**src/rtl/rv_instr_loader.sv**
```systemverilog
// Boot-time program loader: encodes field-level RV32I instructions and writes
// them sequentially into instruction memory, one word every two cycles.
module rv_instr_loader #(
  parameter int ADDR_W    = 8,
  parameter int BASE_ADDR = 0
) (
  input  logic              clk,
  input  logic              rst,
  input  logic              start,
  input  logic              in_valid,
  output logic              in_ready,
  input  logic [4:0]        in_op,
  input  logic [3:0]        in_funct,
  input  logic [4:0]        in_rd,
  input  logic [4:0]        in_rs1,
  input  logic [4:0]        in_rs2,
  input  logic [31:0]       in_imm,
  input  logic              in_last,
  output logic              mem_we,
  output logic [ADDR_W-1:0] mem_addr,
  output logic [31:0]       mem_wdata,
  output logic              busy,
  output logic              done,
  output logic              err_unsup,
  output logic              err_ovf
);

  typedef enum logic [1:0] {IDLE, LOAD, WRITE, DONE} state_t;

  localparam logic [4:0] OP_LOAD   = 5'b00000;
  localparam logic [4:0] OP_IALU   = 5'b00100;
  localparam logic [4:0] OP_AUIPC  = 5'b00101;
  localparam logic [4:0] OP_STORE  = 5'b01000;
  localparam logic [4:0] OP_R      = 5'b01100;
  localparam logic [4:0] OP_LUI    = 5'b01101;
  localparam logic [4:0] OP_BRANCH = 5'b11000;
  localparam logic [4:0] OP_JALR   = 5'b11001;
  localparam logic [4:0] OP_JAL    = 5'b11011;

  localparam logic [ADDR_W-1:0] START_ADDR = ADDR_W'(BASE_ADDR);
  localparam logic [ADDR_W-1:0] LAST_ADDR  = '1;
  localparam logic [31:0]       NOP_WORD   = 32'h0000_0013;

  state_t            state, next_state;
  logic [ADDR_W-1:0] addr;
  logic              last_r;
  logic              unsup_r;

  logic [6:0]  opcode;
  logic [2:0]  f3;
  logic [6:0]  f7;
  logic [31:0] enc_word;
  logic        enc_unsup;

  assign opcode = {in_op, 2'b11};
  assign f3     = in_funct[2:0];
  assign f7     = {1'b0, in_funct[3], 5'b00000};

  // Illegal funct3 values and unknown op classes collapse to a NOP plus a flag.
  always_comb begin
    enc_word  = NOP_WORD;
    enc_unsup = 1'b0;
    case (in_op)
      OP_R: enc_word = {f7, in_rs2, in_rs1, f3, in_rd, opcode};
      OP_IALU: begin
        if (f3 == 3'b001 || f3 == 3'b101)
          enc_word = {f7, in_imm[4:0], in_rs1, f3, in_rd, opcode};
        else
          enc_word = {in_imm[11:0], in_rs1, f3, in_rd, opcode};
      end
      OP_LOAD: begin
        if (f3 == 3'b011 || f3[2:1] == 2'b11)
          enc_unsup = 1'b1;
        else
          enc_word = {in_imm[11:0], in_rs1, f3, in_rd, opcode};
      end
      OP_JALR: enc_word = {in_imm[11:0], in_rs1, 3'b000, in_rd, opcode};
      OP_STORE: begin
        if (f3[2] || f3 == 3'b011)
          enc_unsup = 1'b1;
        else
          enc_word = {in_imm[11:5], in_rs2, in_rs1, f3, in_imm[4:0], opcode};
      end
      OP_BRANCH: begin
        if (f3[2:1] == 2'b01)
          enc_unsup = 1'b1;
        else
          enc_word = {in_imm[12], in_imm[10:5], in_rs2, in_rs1, f3,
                      in_imm[4:1], in_imm[11], opcode};
      end
      OP_LUI, OP_AUIPC: enc_word = {in_imm[31:12], in_rd, opcode};
      OP_JAL: enc_word = {in_imm[20], in_imm[10:1], in_imm[11], in_imm[19:12],
                          in_rd, opcode};
      default: enc_unsup = 1'b1;
    endcase
  end

  always_ff @(posedge clk or posedge rst) begin
    if (rst) state <= IDLE;
    else     state <= next_state;
  end

  always_comb begin
    next_state = state;
    in_ready   = 1'b0;
    busy       = 1'b0;
    done       = 1'b0;
    mem_we     = 1'b0;
    case (state)
      IDLE: if (start) next_state = LOAD;
      LOAD: begin
        in_ready = 1'b1;
        busy     = 1'b1;
        if (in_valid) next_state = WRITE;
      end
      WRITE: begin
        mem_we = 1'b1;
        busy   = 1'b1;
        if (last_r || addr == LAST_ADDR) next_state = DONE;
        else                             next_state = LOAD;
      end
      DONE: begin
        done       = 1'b1;
        next_state = IDLE;
      end
      default: next_state = IDLE;
    endcase
  end

  // mem_addr is latched at the handshake so it stays put while addr advances.
  always_ff @(posedge clk or posedge rst) begin
    if (rst) begin
      addr      <= START_ADDR;
      mem_addr  <= '0;
      mem_wdata <= '0;
      last_r    <= 1'b0;
      unsup_r   <= 1'b0;
      err_unsup <= 1'b0;
      err_ovf   <= 1'b0;
    end else begin
      case (state)
        IDLE: begin
          if (start) begin
            addr      <= START_ADDR;
            err_unsup <= 1'b0;
            err_ovf   <= 1'b0;
          end
        end
        LOAD: begin
          if (in_valid) begin
            mem_wdata <= enc_word;
            mem_addr  <= addr;
            last_r    <= in_last;
            unsup_r   <= enc_unsup;
          end
        end
        WRITE: begin
          if (unsup_r) err_unsup <= 1'b1;
          if (!last_r) begin
            if (addr == LAST_ADDR) err_ovf <= 1'b1;
            else                   addr    <= addr + 1'b1;
          end
        end
        default: ;
      endcase
    end
  end

endmodule

```
**config.mk**
```make
export PLATFORM = sky130hd
export DESIGN_NAME = rv_instr_loader
export DESIGN_NICKNAME = d
export VERILOG_FILES = /design/src/rtl/rv_instr_loader.sv
export SDC_FILE = /design/constraint.sdc
export NUM_CORES = 1
export LEC_CHECK = 0
export CORE_ASPECT_RATIO = 1.5
export CORE_UTILIZATION = 45
export DETAILED_ROUTE_END_ITERATION = 8
export PLACE_DENSITY = 0.81
export SLEW_MARGIN = 10
export SYNTH_ARGS = -nofsm -noshare
export SYNTH_HDL_FRONTEND = slang
export SYNTH_SLANG_ARGS = --single-unit
```
**constraint.sdc**
```tcl
create_clock -name clk -period 2.25 [get_ports clk]
set_input_delay 0.45 -clock clk [delete_from_list [all_inputs] [get_ports clk]]
set_output_delay 0.45 -clock clk [all_outputs]
set_load 0.01 [all_outputs]
```
==> impl_metrics.csv, run 1 <==
group,metric,value,unit
synth,synth_edf_count,0,
synth,synth_area_leaders,"dfrtp_1, nand2_1, a221o_1",
sta,period_needed,2.17,ns
detailed_routing,ant_nets,0,
global_route,grt_antenna_before_repair,0,
placed_design,io_buffers,106,
clocking,cts_buffers,5,
synth,synth_compound_area_frac,0.248,
critical_path,max_stage_delay,0.56,ns
sta,rsz0062_at_grt,"no",
clocking,clk_pin_slew,0.11,ns
critical_path,worst-path-buf-inv,2,
die,coreArea,6220,µm²
critical_path,ff2ff_setup_slack,0.36,ns
critical_path,crit_chain,"inv_1, ha_2, clkdlybuf4s50_1",
clocking,root_buffer,"clkbuf_8",
pwr,power.density,802,nW/µm²
synth,async_reset_ff_frac,1.00,
synth,synth_nets,380,
critical_path,crit_required,1.80,ns
detailed_routing,drtIter0Drc,207,
synth,synth-seq-area-share,0.449,
die,start_util,0.475,
synth,yosys.area_share.simple,0.210,
synth,synth.avg_cell_area,9.43,µm²
synth,synth_top_family_by_area,"compound AO/OA/AOI/OAI gates",
critical_path,start_kind,"flop",
sta,slew_viol_final,0,
global_route,grt_use_met3,0.0473,
synth,yosys.area_share.xor_xnor,0.0119,
placed_design,dp_cells,510,
sta,fin_skew,0.0106,ns
global_route,grt_max_degree,41,
layout,nets,513,
synth,synth_cells,313,
layout,final-instance-count-excl-fill,521,
sta,hold_viol,0,
detailed_routing,vias,3017,
die,die_area,6900,µm²
detailed_routing,via_per_inst,5.79,
sta,whs,0.444,ns
critical_path,crit_family,"buffers and inverters",
min_path,min_path_type,"in2async",
job,maxCapViolations,0,
synth,yosysMostFrequentCell,"dfrtp_1",
global_route,grt_overflow,0,
synth,synth_mux_area_frac,0.00381,
clocking,clk_latency,0.31,ns
global_route,gr-usage-all-layers,0.299,
clocking,cts_tree,"done",
sta,tightest_slew,0.570,ns
synth,synthAdderAreaFrac,0.0254,
synth,synth_area_leader_cell,"dfrtp_1",
detailed_routing,drc,0,
synth,yosys_warnings,0,
detailed_routing,dr.pass1.iters,5,
status,status,"finished, final reports clean",
layout,antenna_cells,0,
placed_design,gp_congestion,0.977,
synth,yosys_most_used_dff,"dfrtp_1",
synth,synth_top_area_frac,0.449,
global_route,grt_pass1_wl,15100,µm
critical_path,crit_slowest_cell,"clkdlybuf4s50_1",
critical_path,critPathKind,"reg2out",
placed_design,dpl.hpwl,7630,µm
die,die_w,68.1,µm
synth,yosysUniqueCellTypes,57,
layout,syn2layout_area_growth,49.8,%
critical_path,r2r_end,"mem_wdata[13]",
synth,synth_seq_cells,53,
synth,ys_top_cells_by_count,"dfrtp_1, nand2_1, o21ai_0, nor2_1, nand3_1",
sta,setup_viol_count_final,0,
global_route,use_met2,0.535,
critical_path,crit_fanout,8,
sta,slew_headroom,0.617,
die,num_rows,35,
detailed_routing,finalWirelength,9770,µm
sta,fmaxAchievable,461,MHz
clocking,cts.path.max_buffers,2,
layout,drive_above_1_share,0.143,
sta,finalCritPeriodShare,0.963,
layout,fin_util,0.711,
synth,synth_area,2950,µm²
die,die_height,101,µm
clocking,htreeDepth,2,
critical_path,reg2reg_depth,6,
pwr,total_power,3550,µW
global_route,top_usage_layer,"met2",
pwr,power_leakage,0.00194,µW
clocking,clock-sinks,53,
die,io_pins,107,
detailed_routing,wl_per_cell,18.8,µm
global_route,grt_pass1_vias,3097,
critical_path,endpoint_kind,"output pin",
critical_path,arrival,1.72,ns
pwr,ir_drop,0.000480,V
sta,tns,0,ns
critical_path,r2r-start,"state[1]",
global_route,gr-usage-met1,0.348,
-- worst max-delay path by stage --
| stage | start | to | slack [ns] | cells past startpoint |
|---|---|---|---|---|
| after floorplan | state[0] | addr[5] | 0.36 | 9 |
| after global placement | in_op[4] | mem_wdata[30] | -0.23 | 6 |
| after detailed placement | in_op[4] | mem_wdata[30] | -0.19 | 6 |
| after CTS | state[0] | mem_we | 0.01 | 3 |
| after global routing | state[0] | mem_we | 0.01 | 3 |
| final | state[0] | mem_we | 0.08 | 3 |
-- state kept, by name, indices dropped and copies added (netlist names) --
name       flops
mem_wdata     31
addr           8
mem_addr       8
state          2
err_ovf        1
err_unsup      1
last_r         1
unsup_r        1
-- repair_timing --
item | in CTS | in global routing
gates resized for setup | 0 | 1
endpoints found under the setup margin | 0 | 8
setup buffers | 0 | 3
hold buffers | 0 | 0
-- cell usage in the layout, fill, tap and decap left out, types with 6 or more instances in the layout --
master / n
nor2_1: 20
and3_1: 7
clkdlybuf4s50_1: 106
and2_1: 6
dfrtp_1: 53
inv_1: 7
o21ai_0: 21
nand3_1: 15
a21oi_1: 12
nand2_1: 46
a221o_1: 11
a21o_1: 6
buf_4: 37
nor3_1: 7
-- cell families after synthesis --
logic type	after synthesis
simple gates	123
compound gates	95
flops	53
buf+inv	31
fa+ha+maj	6
xor+xnor	4
mux	1
-- report_power, final --
group / switching, µW / internal [µW]
clock: 323 / 220
combinational: 768 / 873
sequential: 179 / 1180
-- cell type report --
cell class	count	area, µm²
tap	74	92.6
inverter	11	41.3
clock buffer	6	72.6
clock inverter	2	15.0
timing repair buffer	146	1400
fill	478	1790
sequential	53	1330
multi-input combinational	229	1480
-- through the flow --
step           setup WS (ns)  cell area, µm²
3_3_place_gp          -0.229            4310
5_1_grt               0.0101            4420
3_5_place_dp          -0.193            4310
2_1_floorplan          0.363            2950
4_1_cts               0.0140            4400
6_report              0.0823            4420
-- per-layer routing --
metal  vias to the layer above  share of wire
li1                       1404              -
met1                      1450           0.39
met2                       132           0.52
met3                        31          0.053
met4                         0          0.035
met5                         -              0
Power figures use the tool's default switching activity.
==> inputs of run 2 (changes only) <==
ABC_AREA = 1   (was unset)
CORE_UTILIZATION = 51   (was 45)
PLACE_DENSITY = 0.82   (was 0.81)
==> run 2 against run 1 <==
Sequential share of layout area decreased by 7.3 points. First-iteration DRC count grew 73%. Clock skew decreased by 0.00053 ns. Critical endpoint is now busy.
==> impl_metrics.csv, run 2 <==
group,metric,value,unit
status,status,"finished, final reports clean",
die,die_w,77.6,µm
sta,slew_viol_final,0,
global_route,grt_pass1_wl,22900,µm
clocking,root_buffer,"clkbuf_16",
sta,setup_viol_count_final,0,
layout,final_cell_mix,"nand2_1, nor2_1, clkdlybuf4s50_1",
synth,synth-seq-area-share,0.303,
detailed_routing,drc,0,
die,die_height,115,µm
layout,nFillCells,760,
layout,syn2layout_area_growth,34.0,%
critical_path,endpoint_kind,"output pin",
layout,fin_util,0.701,
synth,yosysMostFrequentCell,"nand2_1",
placed_design,placed_area,5690,µm²
critical_path,critPathKind,"reg2out",
global_route,grt_pass1_vias,5019,
layout,layout_commonest_cell,"nand2_1",
pwr,power.density,709,nW/µm²
clocking,cts_buffers,5,
synth,synth_area_leaders,"dfrtp_1, nand2_1, nor2_1",
placed_design,dpl.hpwl,10200,µm
detailed_routing,vias,5299,
synth,synth_cells,761,
clocking,clk_pin_slew,0.07,ns
sta,tightest_slew,0.663,ns
min_path,min_path_type,"in2async",
detailed_routing,wl_per_cell,14.4,µm
critical_path,crit_fanout,4,
critical_path,start_kind,"flop",
placed_design,gp_congestion,0.931,
layout,nets,935,
clocking,clk_latency,0.30,ns
synth,yosys_warnings,0,
clocking,cts_tree,"done",
global_route,grt_max_degree,38,
detailed_routing,via_per_inst,5.43,
sta,fmaxAchievable,473,MHz
layout,antenna_cells,0,
clocking,ctsHoldBuffers,0,
critical_path,arrival,1.67,ns
global_route,grt_overflow,0,
detailed_routing,dr.pass1.iters,5,
die,die_area,8960,µm²
detailed_routing,finalWirelength,14000,µm
critical_path,crit_required,1.80,ns
synth,synth_top_area_frac,0.303,
global_route,grt_antenna_before_repair,0,
synth,yosysUniqueCellTypes,24,
synth,synth.avg_cell_area,5.75,µm²
die,start_util,0.523,
synth,synth_edf_count,0,
job,maxCapViolations,0,
synth,synth_nets,828,
placed_design,io_buffers,106,
die,coreArea,8360,µm²
synth,synth_area_leader_cell,"dfrtp_1",
layout,regMostFlops,"mem_wdata",
critical_path,r2r-start,"addr[0]",
sta,finalCritPeriodShare,0.940,
sta,rsz0062_at_grt,"no",
synth,ys_top_cells_by_count,"nand2_1, nor2_1, nand3_1, dfrtp_1, inv_1",
detailed_routing,ant_nets,0,
layout,fin_area,5860,µm²
layout,largest_reg_flops,31,
sta,hold_viol,0,
synth,synth_seq_cells,53,
critical_path,r2r_end,"addr[5]",
layout,top_regs,"mem_wdata: 31 flops, addr: 8 flops, mem_addr: 8 flops",
synth,yosys_most_used_dff,"dfrtp_1",
critical_path,ff2ff_setup_slack,0.49,ns
sta,fin_skew,0.0101,ns
detailed_routing,drtIter0Drc,358,
clocking,cts.path.max_buffers,2,
clocking,clock-sinks,53,
global_route,gr-usage-all-layers,0.319,
die,io_pins,107,
pwr,ir_drop,0.000488,V
layout,drive_above_1_share,0.0713,
pwr,power_leakage,0.00300,µW
sta,period_needed,2.12,ns
sta,slew_headroom,0.557,
synth,synth_area,4370,µm²
synth,async_reset_ff_frac,1.00,
clocking,cts_setup_buffers,0,
die,num_rows,41,
critical_path,reg2reg_depth,10,
clocking,htreeDepth,2,
[run 2: cell count changes in the layout (fill, tap and decap cells not counted), moves of 13 or more]
cell,before,now
buf_4,37,24
inv_1,7,47
nand2_1,46,336
nand3_1,15,65
nor2_1,20,109
o21ai_0,21,35
o21ai_1,5,37
[run 2: worst max path at each step]
stage | from | end | slack (ns) | cells after the start
global placement | in_op[4] | mem_wdata[28] | -0.16 | 10
floorplan | rst | addr[0] | 0.51 | 1
global route | in_op[0] | mem_wdata[29] | 0.001 | 10
finish | state[1] | busy | 0.13 | 3
detailed placement | in_op[4] | mem_wdata[29] | -0.25 | 10
CTS | in_op[4] | mem_wdata[29] | 0.03 | 10
[run 2: timing repair]
action,CTS,global route
setup endpoints to repair,1,7
resized for setup,1,1
pin swaps,0,1
cloned,0,1
[run 2: logic make-up (layout without fill, tap and decap cells)]
logic type	Yosys count	in the layout	synth area share
adder cells (fa/ha/maj)	6	6	0.0172
flip-flops	53	53	0.303
AND/OR/NAND/NOR	531	532	0.493
XOR/XNOR	4	4	0.00801
buffers and inverters	91	198	0.0910
AO/OA/AOI/OAI	76	76	0.0878
[run 2: layer usage]
layer / track usage / vias up / wire [µm]
li1: - / 2577 / -
met1: 0.353 / 2396 / 5100
met2: 0.581 / 259 / 7320
met3: 0.0394 / 67 / 944
met4: 0.196 / 0 / 645
met5: 0 / - / 0
[run 2: cell type report]
cell class                      instances  area, µm²  area share
Multi-Input combinational cell        618       2670       0.455
Timing Repair Buffer                  137       1380       0.236
Sequential cell                        53       1330       0.226
Inverter                               53        199      0.0340
Tap cell                              107        134      0.0228
Clock buffer                            5        125      0.0214
Clock inverter                          3       25.0     0.00427
[run 2: metrics by stage]
stage               hold slack [ns]  worst slack [ns]  TNS, ns  total power (µW)  instances
CTS                           0.487            0.0308        0              4150        975
finish                        0.474             0.135        0              4160        976
floorplan                     0.449             0.514        0              2330        761
global route                  0.504           0.00142        0              4430        976
detailed placement            0.464            -0.253    -1.44              3340        967
global placement              0.461            -0.158   -0.910              3270        967
[run 2: power by group]
group	total (µW)	leakage, µW	internal, µW	switching, µW
combinational	1910	0.00222	903	1010
clock	804	0.0000708	422	383
sequential	1440	0.000711	1240	197
[run 2: critical path: stages, from the launching register on]
cell	delay [ns]
dfrtp_1	0.43
inv_1	0.12
ha_1	0.29
clkdlybuf4s50_1	0.53
